$ cat src/rtl/bit_frame_rx.sv
// rtl/bit_frame_rx.sv - framed word receiver for the registered single-bit link
//
// Ports:
//   clk, rst         clock (rising edge) and asynchronous active-low reset
//   in_bit, in_stat  serial bit (idle 1) and its complement status
//   out_data         received word, stable while out_valid = 1
//   out_valid        holding register holds an unconsumed word
//   out_ready        consumer accepts out_data when out_valid & out_ready
//   pair_err         one-cycle pulse: in_stat == in_bit
//   frame_err        one-cycle pulse: stop bit sampled as 0
//   parity_err       one-cycle pulse: even parity mismatch
//   overrun          one-cycle pulse: completed word dropped, holding register full
//   err_cnt          saturating count of all error pulses
module bit_frame_rx #(
    parameter int DATA_W = 8,
    parameter int PARITY = 0
) (
    input  logic              clk,
    input  logic              rst,
    input  logic              in_bit,
    input  logic              in_stat,
    output logic [DATA_W-1:0] out_data,
    output logic              out_valid,
    input  logic              out_ready,
    output logic              pair_err,
    output logic              frame_err,
    output logic              parity_err,
    output logic              overrun,
    output logic [7:0]        err_cnt
);

    localparam int CW = $clog2(DATA_W);

    typedef enum logic [1:0] {
        IDLE = 2'd0,
        DATA = 2'd1,
        PAR  = 2'd2,
        STOP = 2'd3
    } state_t;

    state_t            state, state_n;
    logic [CW-1:0]     cnt, cnt_n;
    logic [DATA_W-1:0] shreg, shreg_n;
    logic              par_bad, par_bad_n;

    logic              pair_ok;
    logic              complete;
    logic              pair_n, frame_n, parity_n, ovr_n;
    logic              load;
    logic [8:0]        err_sum;

    assign pair_ok = (in_stat != in_bit);

    always_comb begin
        state_n   = state;
        cnt_n     = cnt;
        shreg_n   = shreg;
        par_bad_n = par_bad;
        complete  = 1'b0;
        pair_n    = 1'b0;
        frame_n   = 1'b0;
        parity_n  = 1'b0;

        if (!pair_ok) begin
            // A corrupt pair aborts any frame and is ignored otherwise.
            pair_n  = 1'b1;
            state_n = IDLE;
        end else begin
            case (state)
                IDLE: begin
                    if (!in_bit) begin
                        state_n   = DATA;
                        cnt_n     = '0;
                        shreg_n   = '0;
                        par_bad_n = 1'b0;
                    end
                end
                DATA: begin
                    // LSB arrives first, so shift right from the MSB end.
                    shreg_n = {in_bit, shreg[DATA_W-1:1]};
                    cnt_n   = cnt + 1'b1;
                    if (cnt == CW'(DATA_W - 1))
                        state_n = (PARITY != 0) ? PAR : STOP;
                end
                PAR: begin
                    par_bad_n = (in_bit != ^shreg);
                    state_n   = STOP;
                end
                STOP: begin
                    // A 0 here is a framing error, never a start bit.
                    state_n  = IDLE;
                    frame_n  = !in_bit;
                    parity_n = par_bad;
                    complete = in_bit && !par_bad;
                end
                default: state_n = IDLE;
            endcase
        end
    end

    assign load    = complete && (!out_valid || out_ready);
    assign ovr_n   = complete && out_valid && !out_ready;
    assign err_sum = {1'b0, err_cnt} + 9'(pair_n) + 9'(frame_n) + 9'(parity_n) + 9'(ovr_n);

    always_ff @(posedge clk or negedge rst) begin
        if (!rst) begin
            state      <= IDLE;
            cnt        <= '0;
            shreg      <= '0;
            par_bad    <= 1'b0;
            out_data   <= '0;
            out_valid  <= 1'b0;
            pair_err   <= 1'b0;
            frame_err  <= 1'b0;
            parity_err <= 1'b0;
            overrun    <= 1'b0;
            err_cnt    <= 8'd0;
        end else begin
            state      <= state_n;
            cnt        <= cnt_n;
            shreg      <= shreg_n;
            par_bad    <= par_bad_n;
            pair_err   <= pair_n;
            frame_err  <= frame_n;
            parity_err <= parity_n;
            overrun    <= ovr_n;
            err_cnt    <= (err_sum > 9'd255) ? 8'd255 : err_sum[7:0];
            if (load) begin
                out_data  <= shreg;
                out_valid <= 1'b1;
            end else if (out_valid && out_ready) begin
                out_valid <= 1'b0;
            end
        end
    end

endmodule
$ cat config.mk
export PLATFORM = sky130hd
export DESIGN_NAME = bit_frame_rx
export DESIGN_NICKNAME = d
export VERILOG_FILES = /design/src/rtl/bit_frame_rx.sv
export SDC_FILE = /design/constraint.sdc
export NUM_CORES = 1
export LEC_CHECK = 0
export CORE_UTILIZATION = 36
export CTS_BUF_LIST = sky130_fd_sc_hd__clkbuf_4 sky130_fd_sc_hd__clkbuf_8 sky130_fd_sc_hd__clkbuf_16
export DETAILED_ROUTE_END_ITERATION = 10
export GPL_TIMING_DRIVEN = 0
export HOLD_SLACK_MARGIN = 0.02
export PLACE_DENSITY = 0.67
export SYNTH_ARGS = -nofsm -noshare
export SYNTH_HDL_FRONTEND = slang
export SYNTH_SLANG_ARGS = --single-unit
$ cat constraint.sdc
create_clock -name clk -period 3.05 [get_ports clk]
set_input_delay 0.61 -clock clk [delete_from_list [all_inputs] [get_ports clk]]
set_output_delay 0.61 -clock clk [all_outputs]
set_load 0.02 [all_outputs]
==> key figures <==
Timing
  • Final setup TNS: 0 ns
  • Final setup fails: 0
  • Final Hold Viols: 0
  • Peak Freq: between 300 and 400 MHz
  • RSZ-0062 raised after global routing: no
  • Ratio of final minimum period to clock period: about 97%
  • Final Critical Period: 2.96 ns
  • Layout Skew: 0.00724 ns
  • Slew HR: about half
  • Pins Over Slew Limit: 0
  • Worst Max-Slew Pin Slew: ~0.77 ns

Logic synthesis
  • Number of flops mapped to enable cells by yosys: 0
  • Mapped Nets: between 150 and 200
  • FFs w/ async S/R, synth: 100%
  • Most area-hungry cell type in the Yosys netlist: dfrtp_1
  • Synth top area share: 51.4%
  • Synth Register Bits: 35
  • Mapped Cells: between 150 and 200
  • Post-synthesis sequential area ratio: between 50% and 60%
  • Mapped cell area: about 0.0017 sq mm
  • Main synth FF type: dfrtp_1
  • Most area-consuming cells after synthesis: dfrtp_1 (51%), ha_1 (6.6%), nand2_1 (6.6%), mux2_2 (5.3%), o21ai_0 (4.7%)
  • Avg Cell Area, Syn: ~11 sq um
  • Synth Warn #: 0
  • Post-synthesis cell type count: 31

Floorplan
  • DIE AREA: roughly 0.005 sq mm
  • Cell Rows: 24
  • Starting Density: 38.4%
  • Die height: slightly above 70 um
  • Core area: approximately 0.0044 sq mm
  • Io pins: 26
  • Chip width: ~70 um

Final layout
  • Non-Filler Instances: between 200 and 250
  • Final-layout fill cell count: slightly above 400
  • Commonest non-fill, non-tap cell in the layout: dfrtp_1
  • Final nets: around 210
  • Most frequent cells in the layout: dfrtp_1 (35), nand2_1 (29), clkdlybuf4s50_1 (22), o21ai_0 (16)
  • # diodes: 0
  • Share of cells above drive strength 1: around 16%
  • Synth-to-Final Area Change: 28.6%

CTS
  • CTS root buffer: clkbuf_8
  • Cts bufs inserted: 5
  • Clock Latency Late Sink: between 0.2 and 0.3 ns
  • Clock tree sinks: 35
  • CTS clk-pin slew, worst paths: ~0.070 ns
  • H-tree Lvls: 2
  • CTS tree: done
  • Hold buffer count at cts: 0
  • CTS Buffer Depth: 2

Place
  • # port buffers: 25
  • Routability congestion estimate: between 0.7 and 0.8
  • Detailed Place HPWL: 2080 um
  • DP Cell Count: between 200 and 250

Pwr
  • Pint: 1.23 mW
  • Static Leak: 1.05 nW
  • Switching Fraction: roughly a third
  • Logic pwr share: approximately 41%
  • NetSw: between 0.6 and 0.7 mW
  • Clk pwr share: approximately a fifth
  • Pwr/cell area: a little under 900 mW/mm^2
  • Reg power frac: a little under two fifths
  • Max IR drop VDD: ~0.00028 V

Setup path
  • Most used cell along the critical path: fa_2
  • Max FO, Critical Path: 8
  • Critical path data required time: 3.27 ns
  • Crit path launch: in_bit
  • Critical-path cell list: clkdlybuf4s15_1, ha_4, nor2b_4, nand2_2, fa_1, fa_2, inv_2, fa_2, and3_4, and2_1, a21oi_2
  • Crit path max-delay cell type: fa_1
  • CP startpoint kind: input pin
  • Worst path max stage delay: ~0.57 ns
  • Worst endpoint data arrival time: between 3 and 4 ns
  • Worst setup EP type: flip-flop
  • CP Class: in2reg
  • Worst r2r src: state[1]

GRT
  • GR Util All Layers: between 10% and 20%
  • Vias in the first global route: 1216
  • First-pass GRT wire length: about 5300 um
  • GR Overflow Total: 0
  • Antenna violations before repair: 0
  • Largest net degree at the start of global routing: 36

Routing
  • DRC: 0
  • Drt wl/cell: around 12 um
  • Remaining antenna violation count: 0
  • Via/cell ratio: 4.89
  • First-pass iteration count of the detailed router: 6
  • Starting DRT DRC Count: roughly 120
  • Vias: roughly 1200
  • Routed wire length: 2970 um

Run
  • Max Cap Violations: 0

Min path
  • Hold Path Class: in2async

Run status
  • Status: finished, final reports clean
logic make-up after synthesis:
group                      Yosys count  share of synthesized area (%)
and+or+nand+nor                     56                           15.8
DFF                                 35                           51.4
AOI/OAI and AO/OA                   25                           8.36
buffers and inverters               14                           3.08
adders and majority gates           12                           10.1
xor gates and xnor gates             9                           5.43
muxes                                9                           5.87
power groups by stage:
stage	logic [mW]	registers [mW]	clock network, mW
6_report	0.774	0.733	0.400
3_5_place_dp	0.756	0.740	0
4_1_cts	0.769	0.734	0.415
5_1_grt	0.858	0.756	0.434
3_3_place_gp	0.741	0.736	0
2_1_floorplan	0.392	0.816	0
metal layers:
layer | routed length [um] | global-route usage, % | vias up
met4 | 60 | 6.67 | 0
met1 | 1410 | 16.7 | 586
met2 | 1410 | 21.7 | 18
li1 | - | - | 604
met5 | 0 | 0 | -
met3 | 97 | 4.42 | 5
worst max-delay path, delay by kind of cell:
family	cells	cell delay, ns
buf+inv	2	0.39
simple gates	4	0.53
compound gates	1	0.10
fa+ha+maj	4	1.54
layout make-up:
type | instances | area [sq um] | share of cell area [%]
well taps | 52 | 65.1 | 2.97
repair buffers | 29 | 278 | 12.7
plain buffers | 3 | 11.3 | 0.513
flip-flops and latches | 35 | 876 | 39.9
inverters | 11 | 41.3 | 1.88
clock buffers | 6 | 76.3 | 3.48
multi-input cells | 111 | 816 | 37.2
clock inverters | 1 | 30.0 | 1.37
flip-flops by register name, indices dropped and copies added (netlist names):
register / flops
cnt: 3
err_cnt: 8
frame_err: 1
out_data: 8
out_valid: 1
overrun: 1
pair_err: 1
par_bad: 1
parity_err: 1
shreg: 8
state: 2
final timing paths:
path	slack, ns	cells after the start	end
setup / recovery	0.09	11	err_cnt[6]
hold / removal	0.40	1	err_cnt[6]
setup reg to reg	0.50	10	err_cnt[6]
hold reg to reg	0.49	2	cnt[2]
max in group asynchronous	2.16	1	par_bad
min in group clk	0.49	2	cnt[2]
cell usage after synthesis, drive strengths merged (5+ instances only):
library cell / number
o21ai: 16
nand2b: 9
xnor2: 5
inv: 11
ha: 9
mux2: 8
dfrtp: 35
nand2: 31
what timing repair did:
action,4_1_cts,5_1_grt
endpoints found under the setup margin,8,7
gates resized for setup,7,7
pin swaps,0,5
setup buffers,0,4
metrics by stage:
step / utilization (%) / hold slack, ns / instance area, sq um / total power [mW] / setup slack [ns]
after global routing: 49.4 / 0.469 / 2190 / 2.05 / 0.00211
after detailed placement: 45.4 / 0.485 / 2020 / 1.50 / -0.736
after CTS: 48.4 / 0.427 / 2150 / 1.92 / 0.0136
after floorplan: - / 0.314 / 1710 / 1.21 / 0.132
after global placement: 45.5 / 0.472 / 2020 / 1.48 / -0.740
final: 49.4 / 0.403 / 2190 / 1.91 / 0.0945
Power figures use the tool's default switching activity.
